### config.mk
export PLATFORM = sky130hd
export DESIGN_NAME = wdma_multi_ch
export DESIGN_NICKNAME = d
export VERILOG_FILES = /design/src/rtl/wdma_multi_ch.sv
export SDC_FILE = /design/constraint.sdc
export NUM_CORES = 1
export LEC_CHECK = 0
export ABC_AREA = 0
export BUFFER_PORTS_ARGS = -buffer_cell sky130_fd_sc_hd__buf_2
export CAP_MARGIN = 20
export CORE_ASPECT_RATIO = 0.6
export CORE_MARGIN = 5
export CORE_UTILIZATION = 34
export DETAILED_ROUTE_END_ITERATION = 8
export PLACE_DENSITY = 0.55
export SLEW_MARGIN = 0
export SYNTH_ARGS = -nofsm -noshare
export SYNTH_HDL_FRONTEND = slang
export SYNTH_SLANG_ARGS = --single-unit
### constraint.sdc
create_clock -name i_clk -period 8.21 [get_ports i_clk]
set_input_delay 0.4105 -clock i_clk [delete_from_list [all_inputs] [get_ports i_clk]]
set_output_delay 0.4105 -clock i_clk [all_outputs]
set_load 0.01 [all_outputs]
### src/rtl/wdma_multi_ch.sv
// Multi-channel weight DMA: streams ITCM weight words into NCH destination buffers,
// channel after channel in ascending index order, through a fixed-latency read pipeline.
//
// state   | meaning
// --------+------------------------------------------------------------
// S_IDLE  | waiting for i_start; config inputs are latched on start
// S_ISSUE | one memory read per cycle for the current channel
// S_DRAIN | reads finished; wait for in-flight words, then pulse o_done
module wdma_multi_ch #(
    parameter int DW     = 16,
    parameter int AW     = 16,
    parameter int NCH    = 5,
    parameter int RD_LAT = 1,
    parameter int CW     = $clog2(NCH)
) (
    input  logic              i_clk,
    input  logic              i_rst_n,
    input  logic              i_start,
    input  logic              i_abort,
    input  logic [NCH-1:0]    i_ch_en,
    input  logic [NCH*AW-1:0] i_ch_base,
    input  logic [NCH*AW-1:0] i_ch_len,
    output logic              o_mem_rd_en,
    output logic [AW-1:0]     o_mem_addr,
    input  logic [DW-1:0]     i_mem_data,
    output logic [NCH-1:0]    o_wr_en,
    output logic [AW-1:0]     o_wr_addr,
    output logic [DW-1:0]     o_wr_data,
    output logic [CW-1:0]     o_cur_ch,
    output logic              o_busy,
    output logic              o_done,
    output logic              o_aborted,
    output logic [NCH-1:0]    o_ch_done
);

    typedef enum logic [1:0] {
        S_IDLE  = 2'd0,
        S_ISSUE = 2'd1,
        S_DRAIN = 2'd2
    } state_t;

    state_t state;
    state_t state_nxt;

    // Latched channel configuration
    logic [NCH-1:0] elig_q;
    logic [AW-1:0]  base_q [NCH];
    logic [AW-1:0]  len_q  [NCH];

    logic [CW-1:0]  cur_ch;
    logic [AW-1:0]  off_q;
    logic [AW-1:0]  addr_q;

    logic [NCH-1:0] elig_in;
    logic           first_found;
    logic [CW-1:0]  first_ch;
    logic           next_found;
    logic [CW-1:0]  next_ch;
    logic           last_off;
    logic [AW-1:0]  rd_addr;
    logic           rd_en;
    logic           done;
    logic           abort_now;
    logic           start_now;
    logic           pipe_empty;

    // Read tags travelling alongside the memory latency
    logic [RD_LAT-1:0] tag_v;
    logic [RD_LAT-1:0] tag_last;
    logic [CW-1:0]     tag_ch  [RD_LAT];
    logic [AW-1:0]     tag_off [RD_LAT];
    logic              wr_last_q;

    // Channel selection: lowest eligible index wins
    always_comb begin
        elig_in     = '0;
        first_found = 1'b0;
        first_ch    = '0;
        next_found  = 1'b0;
        next_ch     = '0;
        for (int k = NCH - 1; k >= 0; k--) begin
            elig_in[k] = i_ch_en[k] && (i_ch_len[k*AW +: AW] != '0);
            if (elig_in[k]) begin
                first_found = 1'b1;
                first_ch    = CW'(k);
            end
            if (elig_q[k] && (k > int'(cur_ch))) begin
                next_found = 1'b1;
                next_ch    = CW'(k);
            end
        end
    end

    assign rd_addr    = base_q[cur_ch] + off_q;
    assign last_off   = (off_q == (len_q[cur_ch] - AW'(1)));
    assign pipe_empty = ~|tag_v && ~|o_wr_en;
    assign abort_now  = i_abort && (state != S_IDLE);
    assign start_now  = i_start && (state == S_IDLE);

    always_ff @(posedge i_clk) begin
        if (!i_rst_n) begin
            state <= S_IDLE;
        end else begin
            state <= state_nxt;
        end
    end

    always_comb begin
        state_nxt = state;
        rd_en     = 1'b0;
        done      = 1'b0;
        case (state)
            S_IDLE: begin
                if (i_start) begin
                    state_nxt = first_found ? S_ISSUE : S_DRAIN;
                end
            end
            S_ISSUE: begin
                if (i_abort) begin
                    state_nxt = S_IDLE;
                end else begin
                    rd_en = 1'b1;
                    if (last_off && !next_found) begin
                        state_nxt = S_DRAIN;
                    end
                end
            end
            S_DRAIN: begin
                if (i_abort) begin
                    state_nxt = S_IDLE;
                end else if (pipe_empty) begin
                    done      = 1'b1;
                    state_nxt = S_IDLE;
                end
            end
            default: state_nxt = S_IDLE;
        endcase
    end

    assign o_mem_rd_en = rd_en;
    assign o_mem_addr  = rd_en ? rd_addr : addr_q;
    assign o_busy      = (state != S_IDLE);
    assign o_done      = done;
    assign o_cur_ch    = cur_ch;

    always_ff @(posedge i_clk) begin
        if (!i_rst_n) begin
            elig_q    <= '0;
            cur_ch    <= '0;
            off_q     <= '0;
            addr_q    <= '0;
            tag_v     <= '0;
            tag_last  <= '0;
            wr_last_q <= 1'b0;
            o_wr_en   <= '0;
            o_wr_addr <= '0;
            o_wr_data <= '0;
            o_aborted <= 1'b0;
            o_ch_done <= '0;
            for (int k = 0; k < NCH; k++) begin
                base_q[k] <= '0;
                len_q[k]  <= '0;
            end
            for (int k = 0; k < RD_LAT; k++) begin
                tag_ch[k]  <= '0;
                tag_off[k] <= '0;
            end
        end else begin
            o_aborted <= abort_now;

            if (start_now) begin
                elig_q <= elig_in;
                cur_ch <= first_ch;
                off_q  <= '0;
                for (int k = 0; k < NCH; k++) begin
                    base_q[k] <= i_ch_base[k*AW +: AW];
                    len_q[k]  <= i_ch_len[k*AW +: AW];
                end
            end else if (rd_en) begin
                addr_q <= rd_addr;
                if (!last_off) begin
                    off_q <= off_q + AW'(1);
                end else if (next_found) begin
                    cur_ch <= next_ch;
                    off_q  <= '0;
                end
            end

            for (int k = RD_LAT - 1; k > 0; k--) begin
                tag_v[k]    <= tag_v[k-1];
                tag_last[k] <= tag_last[k-1];
                tag_ch[k]   <= tag_ch[k-1];
                tag_off[k]  <= tag_off[k-1];
            end
            tag_v[0]    <= rd_en;
            tag_last[0] <= rd_en && last_off;
            tag_ch[0]   <= cur_ch;
            tag_off[0]  <= off_q;
            if (abort_now) begin
                tag_v <= '0;
            end

            // Write port is registered and forced to zero for invalid tags
            if (tag_v[RD_LAT-1] && !abort_now) begin
                o_wr_en   <= NCH'(1) << tag_ch[RD_LAT-1];
                o_wr_addr <= tag_off[RD_LAT-1];
                o_wr_data <= i_mem_data;
                wr_last_q <= tag_last[RD_LAT-1];
            end else begin
                o_wr_en   <= '0;
                o_wr_addr <= '0;
                o_wr_data <= '0;
                wr_last_q <= 1'b0;
            end

            if (start_now) begin
                o_ch_done <= '0;
            end else if (wr_last_q) begin
                o_ch_done <= o_ch_done | o_wr_en;
            end
        end
    end

endmodule

==> results of run 1 <==
[how the worst max path moves through the flow]
stage | startpoint | end | slack (ns) | cells after the start
after global routing | register | o_mem_addr[15] | 2.67 | 16
after floorplan | state[1]$_SDFFE_PN0P_ | base_q[0][0]$_SDFFCE_PN0P_ | 2.03 | 6
after global placement | register | o_mem_addr[15] | 3.63 | 16
after detailed placement | register | off_q[5]$_SDFFE_PP0P_ | 3.53 | 15
final | register | o_mem_addr[15] | 3.01 | 16
after CTS | register | o_mem_addr[15] | 2.95 | 16
[area by class of cell]
type | count | area, um^2 | area share
Inverter | 20 | 80.08 | 0.005221
Multi-Input combinational cell | 784 | 5446 | 0.3551
Sequential cell | 269 | 6989 | 0.4557
Tap cell | 513 | 641.9 | 0.04185
Clock inverter | 14 | 140.1 | 0.009137
Timing Repair Buffer | 256 | 1301 | 0.08484
Clock buffer | 33 | 738.2 | 0.04813
[cells by family after synthesis]
logic type / count (synthesis)
AND/OR/NAND/NOR: 525
adder cells (fa/ha/maj): 18
XOR/XNOR: 26
AO/OA/AOI/OAI: 152
flip-flops: 269
buffers and inverters: 102
multiplexers: 63
[cell usage after synthesis, types with 25 or more instances]
| cell type | number | area share |
|---|---|---|
| dfxtp_1 | 109 | 0.17 |
| clkbuf_1 | 62 | 0.018 |
| nor4_1 | 27 | 0.013 |
| nor2_1 | 63 | 0.018 |
| and3_1 | 165 | 0.080 |
| mux2i_1 | 30 | 0.023 |
| edfxtp_1 | 160 | 0.37 |
| and2_1 | 64 | 0.031 |
| o21ai_0 | 30 | 0.012 |
| nand2_1 | 123 | 0.036 |
| a21oi_1 | 36 | 0.014 |
| mux4_2 | 25 | 0.044 |
[flip-flops by register name, summed over array words and instances, names as in the netlist, 3 cells and up, named ones only]
name / flops
o_ch_done: 5
o_wr_addr: 16
elig_q: 4
base_q: 80
tag_ch: 3
o_wr_en: 5
tag_off: 16
o_wr_data: 16
len_q: 80
off_q: 16
o_cur_ch: 3
addr_q: 16
[power breakdown]
part | switching [mW] | leakage, nW | total, mW | internal [mW]
Clock | 0.537 | 0.431 | 1.24 | 0.703
Sequential | 0.0305 | 2.62 | 1.55 | 1.52
Combinational | 0.301 | 3.68 | 0.494 | 0.193
[metrics by stage]
step | power (mW) | hold slack (ns) | utilization
3_3_place_gp | 2.066 | 0.4110 | 0.3848
5_1_grt | 3.445 | 0.04164 | 0.4082
6_report | 3.283 | 0.05659 | 0.4082
2_1_floorplan | 1.911 | 0.4057 | -
4_1_cts | 3.323 | 0.03549 | 0.4082
3_5_place_dp | 2.071 | 0.4158 | 0.3848
[routing by layer]
metal | up-vias | wire [um]
li1 | 4681 | -
met1 | 4601 | 19080
met2 | 360 | 14590
met3 | 38 | 2716
met4 | 0 | 615
met5 | - | 0
==> summary.txt, run 1 <==
Die X-Extent = 261.3 um
R2R cell count = 14
Worst setup SP type = register
layout cells sized above 1 = 0.2616
DP Worst Slack = 3.526 ns
Vias/cell = 5.124
Clock Latency Late Sink = 0.57 ns
Starting Density = 0.3428
synthesized cell area = 12880 um^2
Yosys cell types = 85
Data required, critical path = 7.80 ns
met3 Resource Use GR = 0.03803
Slew Limit Fails = 0
Post-CTS Setup Bufs = 0
Hold EP = o_wr_data[12]$_SDFF_PN0_
Final ANT Viol Nets = 0
post-placement cell count = 1842
first-pass GRT wire length = 56110 um
initial antenna violation count = 0
Crit-path slowest cell = mux4_2
Simple-Gate Fraction of Synth Area = 0.2224
CTS Buffer Depth = 3
Post-synth EDFFs = 160
Compound-Gate Fraction of Synth Area = 0.08763
via count = 9680
synthesis-stage register bit count = 269
Root Driver = clkbuf_16
post-synthesis xor/xnor area fraction = 0.01768
final cell count without fillers = 1889
multiplexer share of the synthesized area = 0.07695
cell class contributing the biggest share of worst-path delay = compound AO/OA/AOI/OAI gates
hold-critical path depth = 2
Layout area overhead = 19.09%
Lkg Pwr = 6.726 nW
vias in the first global route = 9447
fin crit period = 5.199 ns
Detailed Route WL = 37000 um
skew final = 0.01891 ns
clock transition at the registers of the reported paths = 0.06 ns
synth warn = 0
met2 GRT Util = 0.2335
crit path DAT = 4.79 ns
wire per inst = 19.59 um
ANT cells = 0
combinational family with the most area after synthesis = simple AND/OR/NAND/NOR gates
FMAX = 192.4 MHz
worst hold start = i_mem_data[12]
pin count of the biggest net entering global routing = 107
run status = complete, no violations
Hold WC Path Type = input pin to register
Seq/Total Area, Yosys = 0.5425
starting DRC count in detailed routing = 748
R2R Path End = off_q[5]$_SDFFE_PP0P_
Mapped Cells = 1155
CP Capture Type = output pin
Final setup viols = 0
Worst Path Max Fanout = 33
RSZ-0062 raised after global routing = no
Syn Nets = 1358
setup TNS = 0 ns
worst vdd rail ir drop = 0.1068 mV
fin nets = 1561
ys flop type = edfxtp_1
# fillers = 3682
DRC violations left = 0
relative slew slack = 0.2936
delay of the slowest cell on the worst path = 0.58 ns
HPWL reported at the end of detailed placement = 26880 um
CTS Hold Bufs = 0
Area after DPL = 14460 um^2
gr ovfl total = 0
gr usage total = 0.1705
Core Region = 37570 um^2
gr busiest metal = met1
final hold vios = 0
max-cap viol count = 0
setup ws final = 3.011 ns
die area = 42000 um^2
Post-Synth Adder-Cell Area = 0.01807
Design Area, Final = 15340 um^2
Die Y = 160.8 um
CP Buf/Inv Count = 3
Final GP Congestion = 0.8876
commonest non-fill, non-tap cells in the layout = buf_2, and3_1, edfxtp_1, nand2_1, dfxtp_1
post_cts resized = 0
Boundary Pins = 250
Crit Path Class = register to output pin
Clock Sink Count = 269
Synth Area per Inst = 11.15 um^2
GR Util met1 = 0.2750
# rows = 55
Final period util = 0.6332
CTS tree = built
most common cell after layout, fill and taps aside = buf_2
H-Tree Level Count = 1
measured slew at the worst slew-check pin = 1.060 ns
worst-path cell chain = buf_4 -> mux4_2 -> nand2_1 -> and2_1 -> inv_1 -> ha_1 -> a21o_1 -> a21oi_1 -> o21ai_0 -> a41oi_1 -> o21ai_0 -> and2_1 -> o41ai_1 -> mux2i_1 -> nand2_1 -> buf_2
TritonCTS Buffers = 27
router iterations before antenna repair = 5
Power Density = 214.1 nW/um^2
Post-synth ARST share = 0
FF-to-FF setup slack = 3.47 ns
port bufs = 249
(Power assumes the default switching activity.)
==> run 2: changes to the inputs <==
- clock period: 8.21 -> 5.2 ns (I/O delays scaled with it)
==> summary.txt, run 2 (synthesis results as in run 1) <==
run status = complete, no violations
Tot Pwr = 5.512 mW
worst vdd rail ir drop = 0.1797 mV
# fillers = 3623
port bufs = 249
Data required, critical path = 4.94 ns
vias in the first global route = 9715
Regs by FF count = base_q x80, len_q x80
Lkg Pwr = 7.228 nW
commonest non-fill, non-tap cells in the layout = buf_2, and3_1, edfxtp_1, nand2_1, dfxtp_1
HPWL reported at the end of detailed placement = 27890 um
layout cells sized above 1 = 0.2508
Worst setup SP type = register
setup TNS = 0 ns
gr ovfl total = 0
Boundary Pins = 250
Clock Latency Late Sink = 0.57 ns
CP Capture Type = output pin
Final GP Congestion = 0.8564
Final setup viols = 0
pin count of the biggest net entering global routing = 116
Die X-Extent = 261.3 um
Root Driver = clkbuf_16
Power Density = 333.3 nW/um^2
router iterations before antenna repair = 5
Layout area overhead = 28.39%
relative slew slack = 0.3320
starting DRC count in detailed routing = 760
max-cap viol count = 0
RSZ-0062 raised after global routing = no
Final ANT Viol Nets = 0
Slew Limit Fails = 0
hold_ws = 0.02094 ns
fin nets = 1665
Vias/cell = 5.009
Die Y = 160.8 um
crit path DAT = 4.54 ns
first-pass GRT wire length = 58230 um
die area = 42000 um^2
skew final = 0.01925 ns
FMAX = 208.2 MHz
via count = 10.01k
R2R cell count = 13
Detailed Route WL = 38460 um
Starting Density = 0.3428
Design Area, Final = 16530 um^2
wire per inst = 19.24 um
Post-CTS Setup Bufs = 0
Clock Sink Count = 269
Core Region = 37570 um^2
hold-critical path depth = 2
Crit Path Class = register to output pin
# rows = 55
Final period util = 0.9238
fin crit period = 4.804 ns
DP Worst Slack = 0.7763 ns
clock transition at the registers of the reported paths = 0.06 ns
final hold vios = 0
CTS Buffer Depth = 3
setup ws final = 0.3962 ns
initial antenna violation count = 4
Worst Path Max Fanout = 16
Area after DPL = 14510 um^2
Hold WC Path Type = input pin to register
H-Tree Level Count = 1
gr usage total = 0.1769
TritonCTS Buffers = 27
most common cell after layout, fill and taps aside = buf_2
CTS tree = built
DRC violations left = 0
measured slew at the worst slew-check pin = 1.002 ns
[run 2: cell count changes in the layout (fill, tap and decap cells not counted), sizes merged]
| cell | before | now |
|---|---|---|
| buf | 256 | 261 |
| bufinv | 2 | 6 |
| clkbuf | 33 | 31 |
| clkinv | 8 | 5 |
| clkinvlp | 2 | 5 |
| diode | 0 | 3 |
| dlygate4sd3 | 0 | 99 |
| inv | 22 | 23 |
[run 2: power by group]
group | switching, mW | leakage (nW) | internal [mW]
logic | 0.486 | 4.12 | 0.359
registers | 0.0601 | 2.62 | 2.40
clock network | 0.871 | 0.490 | 1.34
total | 1.42 | 7.23 | 4.09
[run 2: path summary, 6_finish.rpt]
| kind | startpoint | to | slack, ns |
|---|---|---|---|
| max | register | o_mem_addr[14] | 0.40 |
| min | i_ch_base[10] | base_q[0][10]$_SDFFCE_PN0P_ | 0.02 |
| max reg2reg | register | register | 0.59 |
| min reg2reg | tag_off[0][1]$_SDFF_PN0_ | o_wr_addr[1]$_SDFF_PN0_ | 0.43 |
[run 2: repair_timing]
action                                 4_1_cts  5_1_grt
setup endpoints to repair                    0        1
gates resized for setup                      0        1
endpoints found under the hold margin       98        1
hold buffers                                98        1
[run 2: cell type report]
cell class	count	area, um^2	share of cell area
Timing Repair Buffer	360	2342	0.1417
Multi-Input combinational cell	784	5446	0.3294
Clock inverter	19	281.5	0.01703
Clock buffer	31	743.2	0.04495
Antenna cell	3	7.507	0.0004540
Tap cell	513	641.9	0.03882
Sequential cell	269	6992	0.4229
Inverter	20	80.08	0.004843
[run 2: worst max-delay path, cell delays in order, from the launching register on]
cell and delay [ns]:
dfxtp_2 0.49, buf_4 0.38, mux4_2 0.54, nand2_1 0.08
nand2_1 0.09, ha_1 0.20, inv_1 0.07, fa_1 0.21
nor2b_1 0.05, o21ai_0 0.18, a21boi_0 0.15, o21ai_0 0.32
o211ai_1 0.20, nand2_1 0.13, o21ai_0 0.20, or3_1 0.43
nand3_1 0.10, buf_2 0.13
[run 2: through the flow]
stage,cells,util
2_1_floorplan,1155,-
3_3_place_gp,1847,0.3861
3_5_place_dp,1847,0.3861
4_1_cts,1995,0.4395
5_1_grt,1999,0.4401
6_report,1999,0.4401
[run 2: per-layer routing]
layer  global-route usage  part of all wire  vias to the layer above
li1                     -                 -                     4893
met1               0.2820              0.51                     4752
met2               0.2471              0.40                      334
met3              0.04133             0.076                       33
met4              0.02625             0.012                        0
met5                    0                 0                        -
==> run 3: changes to the inputs <==
- HOLD_SLACK_MARGIN: default -> 0.03
==> summary.txt, run 3 (synthesis results as in run 1) <==
run status = complete, no violations
Root Driver = clkbuf_16
FMAX = 208.8 MHz
Slew Limit Fails = 0
port bufs = 249
CP Buf/Inv Count = 3
Lkg Pwr = 7.462 nW
HPWL reported at the end of detailed placement = 27890 um
Final period util = 0.9209
wire per inst = 19.13 um
fin nets = 1721
Starting Density = 0.3428
router iterations before antenna repair = 5
Design Area, Final = 17100 um^2
Post-CTS Setup Bufs = 0
pin count of the biggest net entering global routing = 116
crit path DAT = 4.53 ns
Final ANT Viol Nets = 0
Layout area overhead = 32.74%
register area = 6992 um^2
TritonCTS Buffers = 27
clock transition at the registers of the reported paths = 0.07 ns
Final setup viols = 0
# fillers = 3564
post-placement cell count = 1847
skew final = 0.02078 ns
CTS tree = built
Crit Path Class = register to output pin
Clock Latency Late Sink = 0.57 ns
delay of the slowest cell on the worst path = 0.54 ns
gr usage total = 0.1808
Data required, critical path = 4.94 ns
worst vdd rail ir drop = 0.1796 mV
Core Region = 37570 um^2
Internal Pwr Total = 4.122 mW
max-cap viol count = 0
Final GP Congestion = 0.8564
Worst Path Max Fanout = 16
fin crit period = 4.789 ns
# rows = 55
final cell count without fillers = 2055
combinational power share = 0.158
Detailed Route WL = 39310 um
gr ovfl total = 0
cell class contributing the biggest share of worst-path delay = compound AO/OA/AOI/OAI gates
vias in the first global route = 9951
part of the power in registers = 0.443
Boundary Pins = 250
initial antenna violation count = 4
Crit-path slowest cell = mux4_2
Hold WC Path Type = input pin to register
first-pass GRT wire length = 59580 um
relative slew slack = 0.3359
Worst setup SP type = register
P_sw = 1.425 mW
clock share of power = 0.399
DRC violations left = 0
layout cells sized above 1 = 0.2417
commonest non-fill, non-tap cells in the layout = buf_2, and3_1, edfxtp_1, dlygate4sd3_1, nand2_1
setup TNS = 0 ns
starting DRC count in detailed routing = 783
Regs by FF count = base_q x80, len_q x80
switching share of power = 0.2570
die area = 42000 um^2
CP Capture Type = output pin
via count = 10.28k
RSZ-0062 raised after global routing = no
Die Y = 160.8 um
worst-path cell chain = buf_4 -> mux4_2 -> nand2_1 -> nand2_1 -> ha_1 -> inv_1 -> fa_1 -> nor2b_1 -> o21ai_0 -> a21boi_0 -> o21ai_0 -> o211ai_1 -> nand2_1 -> o21ai_0 -> or3_1 -> nand3_1 -> buf_2
Clock Sink Count = 269
final hold vios = 0
measured slew at the worst slew-check pin = 0.9961 ns
H-Tree Level Count = 1
Area after DPL = 14510 um^2
multi-input logic area = 5446 um^2
Power Density = 324.5 nW/um^2
most common cell after layout, fill and taps aside = buf_2
Die X-Extent = 261.3 um
Vias/cell = 5.001
CTS Buffer Depth = 3
==> run 3: layout make-up <==
class / instances / area share
sequential: 269 / 0.4090
multi-input combinational: 784 / 0.3186
timing repair buffer: 416 / 0.1698
clock buffer: 31 / 0.04348
tap: 513 / 0.03755
clock inverter: 19 / 0.01647
inverter: 20 / 0.004684
antenna: 3 / 0.0004391
==> run 3: through the flow <==
step                worst slack (ns)  hold slack, ns    util  total power [mW]
finish                        0.4113         0.05085  0.4550             5.547
global route                0.009183         0.03869  0.4550             5.793
CTS                           0.3305         0.03026  0.4547             5.602
detailed placement            0.7763          0.4165  0.3861             3.288
global placement              0.9018          0.4154  0.3861             3.279
floorplan                      1.060          0.3817       -             3.010
==> run 3: repair_timing <==
action / in CTS / in global routing
endpoints found under the hold margin: 155 / 0
hold buffers: 155 / 0
resized for setup: 0 / 1
setup endpoints to repair: 0 / 1
==> run 3: worst paths after layout <==
path,endpoint,slack (ns),cells past startpoint,from
worst min-delay path,len_q[2][2]$_SDFFCE_PN0P_,0.05,2,i_ch_len[34]
worst max-delay path,o_mem_addr[14],0.41,17,register
worst max register to register,register,0.63,13,register
worst min register to register,o_wr_addr[12]$_SDFF_PN0_,0.43,1,tag_off[0][12]$_SDFF_PN0_
==> run 3: power groups by stage <==
stage	clock network, mW	registers, mW	logic (mW)
2_1_floorplan	0	2.48	0.531
3_3_place_gp	0	2.50	0.777
3_5_place_dp	0	2.50	0.783
4_1_cts	2.27	2.46	0.875
5_1_grt	2.36	2.47	0.961
6_report	2.21	2.46	0.879
==> run 3: per-layer routing <==
layer / GRT usage / share of wire / vias to the layer above
met4: 0.02840 / 0.014 / 0
met3: 0.04195 / 0.074 / 39
li1: - / - / 5012
met2: 0.2571 / 0.41 / 366
met1: 0.2840 / 0.50 / 4860
met5: 0 / 0 / -
